$ cat config.mk
export PLATFORM = sky130hd
export DESIGN_NAME = med_rank_filter_flat
export DESIGN_NICKNAME = d
export VERILOG_FILES = /design/src/rtl/med_pkg.sv /design/src/rtl/med_rank_filter_if.sv /design/src/rtl/med_cmp_exch.sv /design/src/rtl/med_rank_filter.sv /design/src/flat_wrapper.sv
export SDC_FILE = /design/constraint.sdc
export NUM_CORES = 1
export LEC_CHECK = 0
export ABC_AREA = 1
export CORE_ASPECT_RATIO = 0.9
export CORE_MARGIN = 1
export CORE_UTILIZATION = 52
export CTS_CLUSTER_SIZE = 16
export DETAILED_ROUTE_END_ITERATION = 7
export PLACE_DENSITY = 0.71
export SYNTH_ARGS = -nofsm -noshare
export SYNTH_HDL_FRONTEND = slang
export SYNTH_SLANG_ARGS = --single-unit
$ cat constraint.sdc
create_clock -name CLK -period 3.8 [get_ports CLK]
set_input_delay 0.76 -clock CLK [delete_from_list [all_inputs] [get_ports CLK]]
set_output_delay 0.76 -clock CLK [all_outputs]
set_load 0.05 [all_outputs]
$ cat src/rtl/med_pkg.sv
// Shared types and constants for the rank-order filter.
// MED_SIGNED_EN selects two's-complement samples and the matching sentinel.
package med_pkg;

    typedef enum logic [1:0] {
        ST_LOAD = 2'd0,
        ST_SORT = 2'd1,
        ST_DONE = 2'd2
    } state_e;

    localparam int TAILLE_DEF = 8;
    localparam int NMBR_DEF   = 9;

`ifdef MED_SIGNED_EN
    localparam logic SIGNED_SAMPLES = 1'b1;
`else
    localparam logic SIGNED_SAMPLES = 1'b0;
`endif

    // Sentinel must never exceed a real sample: zero unsigned, most negative signed.
    function automatic logic [255:0] sent_val(int w);
        return {255'd0, SIGNED_SAMPLES} << (w - 1);
    endfunction

endpackage

$ cat src/rtl/med_rank_filter_if.sv
// Sample-in / result-out handshake bundle of the rank-order filter.
interface med_rank_filter_if #(
    parameter int TAILLE = 8,
    parameter int NMBR   = 9
);
    localparam int RW = $clog2(NMBR);

    logic              DSI;
    logic [TAILLE-1:0] DI;
    logic [RW-1:0]     RANK;
    logic              DRDY;
    logic [TAILLE-1:0] DO;
    logic              DSO;

    modport master (output DSI, DI, RANK, input DRDY, DO, DSO);
    modport slave  (input DSI, DI, RANK, output DRDY, DO, DSO);
endinterface

$ cat src/rtl/med_cmp_exch.sv
// Combinational compare-exchange cell; signed compare when MED_SIGNED_EN is defined.
module med_cmp_exch #(
    parameter int TAILLE = 8
) (
    input  logic [TAILLE-1:0] A,
    input  logic [TAILLE-1:0] B,
    output logic [TAILLE-1:0] MAX,
    output logic [TAILLE-1:0] MIN
);
    logic a_gt;

`ifdef MED_SIGNED_EN
    assign a_gt = $signed(A) > $signed(B);
`else
    assign a_gt = A > B;
`endif

    assign MAX = a_gt ? A : B;
    assign MIN = a_gt ? B : A;
endmodule

$ cat src/rtl/med_rank_filter.sv
// Rank-order filter: loads NMBR samples, then extracts the rk-th smallest by repeated
// max-extraction passes over a compare-exchange ring. Sample signedness via MED_SIGNED_EN.
module med_rank_filter
    import med_pkg::*;
#(
    parameter int TAILLE = TAILLE_DEF,
    parameter int NMBR   = NMBR_DEF
) (
    input  logic                CLK,
    input  logic                RST,
    med_rank_filter_if.slave    bus
);
    localparam int RW = $clog2(NMBR);
    localparam int CW = $clog2(NMBR);
    localparam int PW = $clog2(NMBR + 1);
    localparam logic [255:0]      SENT_W = sent_val(TAILLE);
    localparam logic [TAILLE-1:0] SENT   = SENT_W[TAILLE-1:0];

    state_e            state_q, state_d;
    logic [TAILLE-1:0] r_q [NMBR];
    logic [TAILLE-1:0] r_d [NMBR];
    logic [PW-1:0]     pass_q, pass_d;
    logic [CW-1:0]     cyc_q, cyc_d;
    logic [CW-1:0]     ld_q, ld_d;
    logic [RW-1:0]     rk_q, rk_d;
    logic [TAILLE-1:0] do_q, do_d;

    logic [TAILLE-1:0] cx_max, cx_min;
    logic [RW-1:0]     rank_clamped;

    med_cmp_exch #(.TAILLE(TAILLE)) u_cmp (
        .A   (r_q[NMBR-2]),
        .B   (r_q[NMBR-1]),
        .MAX (cx_max),
        .MIN (cx_min)
    );

    assign rank_clamped = (bus.RANK > RW'(NMBR - 1)) ? RW'(NMBR - 1) : bus.RANK;

    assign bus.DRDY = (state_q == ST_LOAD) && !RST;
    assign bus.DSO  = (state_q == ST_DONE) && !RST;
    assign bus.DO   = do_q;

    always_comb begin
        state_d = state_q;
        r_d     = r_q;
        pass_d  = pass_q;
        cyc_d   = cyc_q;
        ld_d    = ld_q;
        rk_d    = rk_q;
        do_d    = do_q;
        case (state_q)
            ST_LOAD: begin
                if (bus.DSI) begin
                    for (int i = 1; i < NMBR; i++) r_d[i] = r_q[i-1];
                    r_d[0] = bus.DI;
                    if (ld_q == '0) rk_d = rank_clamped;
                    if (ld_q == CW'(NMBR - 1)) begin
                        ld_d    = '0;
                        cyc_d   = '0;
                        pass_d  = PW'(NMBR) - PW'(rk_q);
                        state_d = ST_SORT;
                    end else begin
                        ld_d = ld_q + CW'(1);
                    end
                end
            end
            ST_SORT: begin
                if (cyc_q != CW'(NMBR - 1)) begin
                    // Bubble the larger of the pair into the accumulator, recirculate the smaller.
                    for (int i = 1; i < NMBR - 1; i++) r_d[i] = r_q[i-1];
                    r_d[0]      = cx_min;
                    r_d[NMBR-1] = cx_max;
                    cyc_d       = cyc_q + CW'(1);
                end else if (pass_q == PW'(1)) begin
                    do_d    = r_q[NMBR-1];
                    cyc_d   = '0;
                    state_d = ST_DONE;
                end else begin
                    for (int i = 1; i < NMBR; i++) r_d[i] = r_q[i-1];
                    r_d[0] = SENT;
                    pass_d = pass_q - PW'(1);
                    cyc_d  = '0;
                end
            end
            ST_DONE: state_d = ST_LOAD;
            default: state_d = ST_LOAD;
        endcase
    end

    always_ff @(posedge CLK) begin
        if (RST) begin
            state_q <= ST_LOAD;
            for (int i = 0; i < NMBR; i++) r_q[i] <= '0;
            pass_q  <= '0;
            cyc_q   <= '0;
            ld_q    <= '0;
            rk_q    <= '0;
            do_q    <= '0;
        end else begin
            state_q <= state_d;
            r_q     <= r_d;
            pass_q  <= pass_d;
            cyc_q   <= cyc_d;
            ld_q    <= ld_d;
            rk_q    <= rk_d;
            do_q    <= do_d;
        end
    end
endmodule

$ cat src/flat_wrapper.sv
// flat-port wrapper written by rule: the top's interface ports become plain ports
module med_rank_filter_flat import med_pkg::*;
#(
    parameter int TAILLE = TAILLE_DEF,
    parameter int NMBR   = NMBR_DEF
)
  (CLK, RST, bus_DSI, bus_DI, bus_RANK, bus_DRDY, bus_DO, bus_DSO);
  med_rank_filter_if #(.TAILLE(TAILLE), .NMBR(NMBR)) bus_i ();
  input  logic CLK;
  input  logic RST;
  input wire logic [$bits(bus_i.DSI)-1:0] bus_DSI;
  input wire logic [$bits(bus_i.DI)-1:0] bus_DI;
  input wire logic [$bits(bus_i.RANK)-1:0] bus_RANK;
  output wire logic [$bits(bus_i.DRDY)-1:0] bus_DRDY;
  output wire logic [$bits(bus_i.DO)-1:0] bus_DO;
  output wire logic [$bits(bus_i.DSO)-1:0] bus_DSO;
  assign bus_i.DSI = bus_DSI;
  assign bus_i.DI = bus_DI;
  assign bus_i.RANK = bus_RANK;
  assign bus_DRDY = bus_i.DRDY;
  assign bus_DO = bus_i.DO;
  assign bus_DSO = bus_i.DSO;
  med_rank_filter #(.TAILLE(TAILLE), .NMBR(NMBR)) u_core (.CLK(CLK), .RST(RST), .bus(bus_i));
endmodule
Yosys cells after proc, flatten, opt, wreduce, memory -nomap -nowiden:

Index checks and enable logic that the tools add are counted.
Widths: inputs -> output; s select.

* word-level logic and storage cells: 70
* input bits: 15
* register bits after elaboration: 98

* add/sub/neg operators: 4
* $lt $le $gt $ge: 2
* equality and inequality tests: 12
* mux-type cells: 22
* reduce and logical (&&, ||, !) cells: 14
* bitwise gates (word level): 1

Operator list (count)
* $mux 72: 3
* $pmux 72 s2: 1
* $mux 4: 9
* $mux 8: 2
* $pmux 4 s2: 2
* $reduce_and 3->1: 4
* $add 4x1->4 const B: 2
* $gt 8x8->1: 1
* $mux 2: 4
* $ne 2x2->1 const B: 4
* $reduce_and 4->1: 2
* $reduce_and 5->1: 1
* $eq 4x1->1 const B: 1
* $eq 4x4->1 const B: 1
* $gt 4x4->1 const B: 1
* $logic_not 4->1: 1
* $ne 4x4->1 const B: 1
* $pmux 2 s2: 1
* $sub 4x1->4 const B: 1
* $sub 4x4->4 const A: 1
* $ne 3x2->1 const B: 1
* $ne 3x3->1 const B: 1
* $eq 2x1->1 const B: 1
* $eq 2x2->1 const B: 1
* other kinds (7): 8

Longest topological paths before layout:

Gate-level depths: netlist of run 1.

* depth after elaboration: 4
* gate-level depth with buffers: 15
* gate-level depth less buffers: 14

Cells and area by module:

Synthesis of run 1 repeated with hierarchy kept, for this count alone.

* cells, all modules: 683
* area, all modules: 4667.0 um^2

By module, submodules not included
* med_rank_filter: times used 1, area each 4125.2 um^2, cells an instance 596
* med_cmp_exch: times used 1, area each 541.8 um^2, cells an instance 87

Worst setup path after synthesis of run 1:

No wires, ideal clock.

* path kind: in2out
* start: input port RST
* end: output port bus_DSO
* data required time: 3.040 ns
* arrival: 2.056 ns
* path buffers: 1
* stages on the path: 2
* setup slack: 0.984 ns
* path through: clkbuf_1 nor3_1

* longest elaborated chain between the ends: 2

RTL lines
* start: declaration: RTL line flat_wrapper.sv:10 `input logic RST;`
* $logic_not 1->1: RTL line med_rank_filter.sv:41 `assign bus.DSO = (state_q == ST_DONE) && !RST;`
* $logic_and 1x1->1: RTL line med_rank_filter.sv:41
* end: declaration: RTL line flat_wrapper.sv:16 `output wire logic [$bits(bus_i.DSO)-1:0] bus_DSO;`

No other way between the ends.

Worst setup path in the final report of run 1:

* start: input port RST
* end: output port bus_DRDY

* longest elaborated chain between the ends: 2

RTL lines
* $logic_not 1->1: RTL line med_rank_filter.sv:40 `assign bus.DRDY = (state_q == ST_LOAD) && !RST;`
* $logic_and 1x1->1: RTL line med_rank_filter.sv:40
* end: declaration: RTL line flat_wrapper.sv:14 `output wire logic [$bits(bus_i.DRDY)-1:0] bus_DRDY;`

No other way between the ends.

==> results of run 1 <==
[layer usage]
layer	track usage	part of all wire	up-vias
met5	0	0	-
met1	0.268	0.53	1542
met2	0.315	0.44	31
met4	0.0488	0.0081	0
li1	-	-	1799
met3	0.0526	0.026	7
[through the flow]
stage	util	worst slack (ps)	area [sq um]	hold slack, ps	power (mW)
after detailed placement	0.577	612	4420	460	1.36
after CTS	0.606	612	4640	474	2.10
after global routing	0.606	539	4640	487	2.18
final	0.606	616	4640	473	2.09
after floorplan	-	984	4160	442	1.31
after global placement	0.577	624	4420	456	1.36
[power groups by stage]
stage                     Combinational, mW  Sequential [mW]  Clock, mW
after floorplan                       0.182             1.12          0
after global placement                0.226             1.13          0
after detailed placement              0.232             1.13          0
after CTS                             0.234             1.11      0.763
after global routing                  0.269             1.12      0.799
final                                 0.232             1.11      0.746
[cells by family (layout without fill, tap and decap cells)]
kind of cell               Yosys count  after routing  synth area share
adders and majority gates           15             15            0.0452
xor gates and xnor gates             2              2           0.00422
AOI/OAI and AO/OA                  140            140             0.172
and+or+nand+nor                    216            216             0.229
buffers and inverters               74             93            0.0774
DFF                                 98             98             0.472
[final timing paths]
path | cells after the start | start | slack, ps | end
setup / recovery | 4 | RST | 620 | bus_DRDY
hold / removal | 2 | u_core.rk_q[0] | 470 | u_core.rk_q[0]
setup reg to reg | 12 | u_core.pass_q[1] | 1430 | u_core.r_q[63]
hold reg to reg | 2 | u_core.rk_q[0] | 470 | u_core.rk_q[0]
[registers in the layout (all words and copies together) (netlist names)]
register        count
u_core.state_q      2
u_core.ld_q         4
u_core.bus.DO       8
u_core.pass_q       4
u_core.cyc_q        4
u_core.rk_q         4
u_core.r_q         72
[tightest hold or removal path, cell delays in order (launching register included)]
cell     delay (ps)
dfxtp_1         320
nand2_1          60
a21oi_1          60
[area by class of cell]
type | count | area (sq um) | area share
inverters | 47 | 179 | 0.0386
repair buffers | 30 | 285 | 0.0615
multi-input cells | 373 | 1870 | 0.403
clock inverters | 7 | 98.8 | 0.0213
flip-flops and latches | 98 | 1960 | 0.423
clock buffers | 9 | 124 | 0.0267
well taps | 96 | 120 | 0.0259
[synth_stat cells (2+ instances only)]
cell	count	area, sq um
a211oi_1	2	15.0
ha_1	15	188
nand2_4	3	33.8
a21oi_1	51	255
nand2_2	4	25.0
inv_2	6	22.5
o21ai_0	82	410
inv_1	40	150
buf_2	12	60.1
buf_6	2	22.5
nor3_1	2	10.0
clkbuf_1	10	37.5
nor2_1	116	435
dfxtp_1	98	1960
o21ai_1	3	15.0
nand2_1	49	184
nor3b_1	2	15.0
nand3_2	3	30.0
buf_4	3	22.5
nand3_1	31	155
[layout by cell type (no fill, tap or decap), types with 3 or more instances in the layout]
| master | instances |
|---|---|
| a21oi_1 | 51 |
| o21ai_1 | 3 |
| nand3_2 | 3 |
| clkbuf_8 | 9 |
| o21ai_0 | 82 |
| nand2_2 | 4 |
| nand2_1 | 49 |
| nand2_4 | 3 |
| dfxtp_1 | 98 |
| buf_4 | 6 |
| inv_2 | 7 |
| inv_6 | 3 |
| inv_1 | 39 |
| ha_1 | 15 |
| clkdlybuf4s50_1 | 24 |
| nor2_1 | 116 |
| nand3_1 | 31 |
==> impl_metrics.tcl, run 1 <==
set metrics [dict create \
    viasPerCell 5.12 \
    hp-class "register to register" \
    power_leakage_nw 1.98 \
    fillCellCount 694 \
    finalNonFillerCells 660 \
    post_cts_buffers 0 \
    ant_nets 0 \
    syn-cell-area_sq_um 4160 \
    async_flop_share 0 \
    worst_slew_pin_slew_ps 605 \
    vias 3379 \
    gp_congestion 0.815 \
    critPathLaunchType "primary input" \
    antenna_found_initial 0 \
    power.density_nw_per_um2 449 \
    htreeDepth 3 \
    tritoncts "yes" \
    ctsHoldBuffers 0 \
    relSlewSlack 0.596 \
    drv_slew 0 \
    wirelength_um 7740 \
    ys_seq_elements 98 \
    p_int_mw 1.55 \
    required_ps 3040 \
    globalRouteTotalUtil 0.198 \
    antenna_cells 0 \
    end_kind "output port" \
    clockRootBuffer "clkbuf_8" \
    syn-num-nets 575 \
    grt_max_degree 54 \
    fmax_mhz 314 \
    io_pins 25 \
    synth_edf_count 0 \
    status "finished clean" \
    final_nets 589 \
    timing.final.crit_share 0.838 \
    hpwl_um 5250 \
    cp_slowest_cell "clkdlybuf4s50_1" \
    dp.cells 644 \
    drt_iter0_drc 160 \
    clkTransAtPathRegs_ps 90 \
    yosysWarnings 0 \
    grt_pass1_vias 2948 \
    start_util 0.543 \
    syn_inst 545 \
    fin_setup_tns_ps 0 \
    ys.flop_type "dfxtp_1" \
    combPwrFrac 0.111 \
    clkPwrFrac 0.357 \
    sequentialPowerShare 0.531 \
    drt_first_pass_iters 4 \
    numClockSinks 98 \
    syn2layout_area_growth_pct 11.7 \
    cap_violations 0 \
    port_buffers 24 \
    vdd_drop_max_mv 0.326 \
    fp.dieArea_sq_um 8350 \
    clockBufferDepth 2 \
    layout-drive-gt1-share 0.0798 \
    power.switching_mw 0.540 \
    dieHeight_um 86.8 \
    grt_setup_unrepaired "false" \
    cts-resized-gates 0 \
    syn_area_per_cell_sq_um 7.62 \
    yosysSeqAreaShare 0.472 \
    crit_chain "clkdlybuf4s50_1, buf_4, nor2_1, clkdlybuf4s50_1" \
    path_class "primary input to output port" \
    crit_buf_inv 3 \
    synth_cell_types 31 \
    finClkSkew_ps 9.75 \
    chipWidth_um 96.2 \
    crit_top_cell "clkdlybuf4s50_1" \
    overflow 0 \
    hold_viol 0 \
    cts_buffers 9 \
    slowest_delay_ps 810 \
    arrival_ps 2420 \
    grt_pass1_wl_um 13000 \
    route.detailed.drc 0 \
    path_delay_family "buffers and inverters" \
    routedWlPerCell_um 11.7 \
    sw_frac_of_total 0.259 \
    cp_max_fo 7 \
    post-route-min-period_ps 3180 \
    finalSetupViolCount 0 \
    rows 30 \
    core_area_sq_um 7660 \
    clock_latency_ps 360 \
]
Power figures use the tool's default switching activity.
==> run 2, diff against run 1 <==
clock period = 3.2 ns   (was 3.8 ns; I/O delays follow)
==> run 2 against run 1 <==
Critical path type unchanged; critical path depth down 1; sequential share of layout area up 0.65 points; sequential power up 19%; combinational power up 18%; critical endpoint is now bus_DSO; count of clock-buffer cells in the layout unchanged; clock power down 5.2%.
==> impl_metrics.tcl, run 2 (synthesis results as in run 1) <==
set metrics [dict create \
    route.detailed.drc 0 \
    arrival_ps 1770 \
    slowest_delay_ps 640 \
    viasPerCell 4.99 \
    relSlewSlack 0.533 \
    start_util 0.543 \
    power_leakage_nw 1.94 \
    fillCellCount 720 \
    final_cell_mix "116 x nor2_1, 98 x dfxtp_1, 82 x o21ai_0, 51 x a21oi_1, 49 x nand2_1" \
    multi_input_area_sq_um 1870 \
    overflow 0 \
    numClockSinks 98 \
    grt_setup_unrepaired "false" \
    dieHeight_um 86.8 \
    final_common_cell "nor2_1" \
    rows 30 \
    ant_nets 0 \
    hp-class "register to register" \
    end_kind "output port" \
    critPathLaunchType "primary input" \
    required_ps 2560 \
    p_total_mw 2.30 \
    fin_setup_tns_ps 0 \
    antenna_cells 0 \
    antenna_found_initial 0 \
    post_cts_buffers 0 \
    cp_max_fo 12 \
    cp_slowest_cell "clkdlybuf4s50_1" \
    cap_violations 0 \
    vias 3275 \
    hp-start "u_core.rk_q[2]" \
    grt_pass1_wl_um 12700 \
    grt_pass1_vias 2840 \
    drv_slew 0 \
    htreeDepth 3 \
    core_area_sq_um 7660 \
    wirelength_um 7640 \
    top_register "u_core.r_q" \
    whs_ps 471 \
    largest_reg_flops 72 \
    hpwl_um 5020 \
    clock_latency_ps 360 \
    syn2layout_area_growth_pct 10.0 \
    fp.dieArea_sq_um 8350 \
    power.density_nw_per_um2 502 \
    globalRouteTotalUtil 0.197 \
    final_nets 585 \
    io_pins 25 \
    chipWidth_um 96.2 \
    finClkSkew_ps 7.45 \
    finalSetupViolCount 0 \
    path_class "primary input to output port" \
    ctsHoldBuffers 0 \
    timing.final.crit_share 0.753 \
    routedWlPerCell_um 11.6 \
    port_buffers 24 \
    clockRootBuffer "clkbuf_8" \
    clkTransAtPathRegs_ps 90 \
    cts_buffers 9 \
    grt_max_degree 73 \
    status "finished clean" \
    reg2reg_from "u_core.pass_q[1]" \
    gp_congestion 0.853 \
    crit_chain "clkdlybuf4s50_1, nor3_1, buf_4" \
    worst_slew_pin_slew_ps 700 \
    post-route-min-period_ps 2410 \
    layout-drive-gt1-share 0.0768 \
    startpoint "RST" \
    seqCellArea_sq_um 1960 \
    tritoncts "yes" \
    fmax_mhz 415 \
    hold_viol 0 \
    vdd_drop_max_mv 0.282 \
    clockBufferDepth 2 \
    cts-resized-gates 0 \
    drt_iter0_drc 134 \
    drt_first_pass_iters 4 \
]
## run 2: layout make-up
cell class	instances	share of cell area
Clock buffer	9	0.0271
Clock inverter	7	0.0112
Inverter	47	0.0391
Multi-Input combinational cell	373	0.410
Sequential cell	98	0.429
Tap cell	96	0.0263
Timing Repair Buffer	26	0.0575
## run 2: where the power goes
| part | internal (mW) | total (mW) | switching (mW) |
|---|---|---|---|
| Sequential | 1.28 | 1.32 | 0.0319 |
| Clock | 0.286 | 0.707 | 0.421 |
| Combinational | 0.102 | 0.273 | 0.171 |
| Total | 1.67 | 2.30 | 0.624 |
## run 2: worst max-delay path, delay by kind of cell
family        cells  cell delay, ps
simple gates      1             270
buf+inv           2             870
## run 2: worst paths after layout
check                           cells after the start              to  slack (ps)
worst max-delay path                                3         bus_DSO         790
worst min-delay path                                2  u_core.rk_q[2]         470
worst max register to register                     11  u_core.r_q[10]        1010
worst min register to register                      2  u_core.rk_q[2]         470
## run 2: routing by layer
| layer | GRT usage | wire length (um) | up-vias | share of wire |
|---|---|---|---|---|
| met4 | 0.0746 | 105 | 0 | 0.014 |
| met1 | 0.264 | 4060 | 1443 | 0.53 |
| met3 | 0.0474 | 177 | 9 | 0.023 |
| li1 | - | - | 1798 | - |
| met2 | 0.306 | 3300 | 25 | 0.43 |
| met5 | 0 | 0 | - | 0 |
## run 2: per-stage QoR
step	worst slack, ps	instance area [sq um]	utilization	std cells
after floorplan	624	4160	-	545
after global placement	807	4400	0.574	640
after detailed placement	778	4400	0.574	640
after CTS	795	4570	0.597	656
after global routing	688	4570	0.597	656
final	790	4570	0.597	656
==> run 3, diff against run 2 <==
PLACE_DENSITY = 0.74   (was 0.71)
clock period = 2.1 ns   (was 3.2 ns; I/O delays follow)
==> run 3 against run 2 <==
Combinational power rose by 61%; critical path type is now register to output port; clock skew rose by 1.6 ps; global-route usage rose by 0.98 points; register-to-register slack got worse by 810 ps.
==> impl_metrics.tcl, run 3 (synthesis results as in run 1) <==
set metrics [dict create \
    viasPerCell 5.11 \
    fp.dieArea_sq_um 8350 \
    status "finished clean" \
    crit_chain "clkdlybuf4s50_1" \
    grt_pass1_wl_um 13500 \
    path_class "register to output port" \
    largest_reg_flops 72 \
    slowest_delay_ps 800 \
    ant_nets 0 \
    final_cell_mix "116 x nor2_1, 98 x dfxtp_1, 82 x o21ai_0, 51 x a21oi_1, 49 x nand2_1" \
    worst_slew_pin_slew_ps 493 \
    critPathLaunchType "register" \
    finClkSkew_ps 9.08 \
    post-route-min-period_ps 1930 \
    rows 30 \
    grt_max_degree 53 \
    hold_viol 0 \
    vias 3397 \
    chipWidth_um 96.2 \
    cp_max_fo 2 \
    hold_path_end "u_core.rk_q[2]" \
    gp_congestion 0.829 \
    globalRouteTotalUtil 0.207 \
    power.switching_mw 1.00 \
    hp-class "register to register" \
    rr_endpoint "u_core.r_q[0]" \
    clkTransAtPathRegs_ps 100 \
    cap_violations 0 \
    dieHeight_um 86.8 \
    path_delay_family "buffers and inverters" \
    routedWlPerCell_um 11.9 \
    cts-resized-gates 0 \
    rrSetupSlack_ps 200 \
    cp_slowest_cell "clkdlybuf4s50_1" \
    fin_setup_tns_ps 0 \
    overflow 0 \
    clockBufferDepth 2 \
    io_pins 25 \
    hp-start "u_core.rk_q[2]" \
    post_cts_buffers 0 \
    route.detailed.drc 0 \
    sequentialPowerShare 0.542 \
    top_register "u_core.r_q" \
    fmax_mhz 518 \
    required_ps 1680 \
    antenna_found_initial 0 \
    htreeDepth 3 \
    syn2layout_area_growth_pct 13.7 \
    vdd_drop_max_mv 0.423 \
    dpl_cell_area_sq_um 4520 \
    grt_pass1_vias 3042 \
    r2r_cells 11 \
    antenna_cells 0 \
    clkPwrFrac 0.340 \
    start_util 0.543 \
    power.density_nw_per_um2 784 \
    drv_slew 0 \
    core_area_sq_um 7660 \
    layout-drive-gt1-share 0.0931 \
    port_buffers 24 \
    numClockSinks 98 \
    timing.final.crit_share 0.919 \
    final_common_cell "nor2_1" \
    final_nets 594 \
    power_leakage_nw 2.02 \
    drt_iter0_drc 150 \
    wirelength_um 7900 \
    clockRootBuffer "clkbuf_8" \
    design_area_sq_um 4730 \
    cts_buffers 9 \
    relSlewSlack 0.671 \
    hpwl_um 5520 \
    sw_frac_of_total 0.271 \
    grt_setup_unrepaired "false" \
    end_kind "output port" \
    combPwrFrac 0.119 \
    arrival_ps 1510 \
    finalSetupViolCount 0 \
    clock_latency_ps 370 \
    tritoncts "yes" \
    p_total_mw 3.70 \
    p_int_mw 2.70 \
    worstHoldPathCells 2 \
    drt_first_pass_iters 4 \
    ctsHoldBuffers 0 \
    reg2reg_from "u_core.r_q[7]" \
    crit_buf_inv 1 \
]
## run 3: cell type report
cell class,instances,area [sq um]
Timing Repair Buffer,35,380
Multi-Input combinational cell,373,1880
Inverter,47,179
Clock inverter,7,83.8
Fill cell,695,2930
Clock buffer,9,124
Tap cell,96,120
Sequential cell,98,1960
## run 3: worst min-delay path: stages (launching register included)
cell	delay [ps]
dfxtp_1	320
nand2_1	60
a21oi_1	50
## run 3: worst max path at each step
stage,startpoint,end,slack [ps],cells after the start
after floorplan,u_core.r_q[7],u_core.r_q[0],360,10
after global placement,bus_DSI,u_core.r_q[5],160,9
after detailed placement,bus_DSI,u_core.r_q[24],120,8
after CTS,u_core.bus.DO[2],bus_DO[2],150,1
after global routing,u_core.r_q[5],u_core.r_q[7],20,10
final,u_core.bus.DO[4],bus_DO[4],170,1
## run 3: per-layer routing
| layer | wire length, um | vias up | global-route usage |
|---|---|---|---|
| met5 | 0 | - | 0 |
| met2 | 3630 | 47 | 0.333 |
| met1 | 3940 | 1527 | 0.274 |
| met4 | 85 | 0 | 0.0556 |
| li1 | - | 1814 | - |
| met3 | 251 | 9 | 0.0526 |
## run 3: power by group through the flow
stage | registers, mW | logic [mW] | clock network [mW]
floorplan | 2.03 | 0.329 | 0
global placement | 2.05 | 0.428 | 0
detailed placement | 2.05 | 0.440 | 0
CTS | 2.01 | 0.442 | 1.29
global route | 2.02 | 0.508 | 1.36
finish | 2.01 | 0.439 | 1.26
## run 3: metrics by stage
stage          cells   util  setup slack [ps]  hold slack [ps]
3_5_place_dp     649  0.590               118              455
2_1_floorplan    545      -               357              442
6_report         665  0.617               169              468
3_3_place_gp     649  0.590               158              455
4_1_cts          665  0.617               148              467
5_1_grt          665  0.617              18.8              489
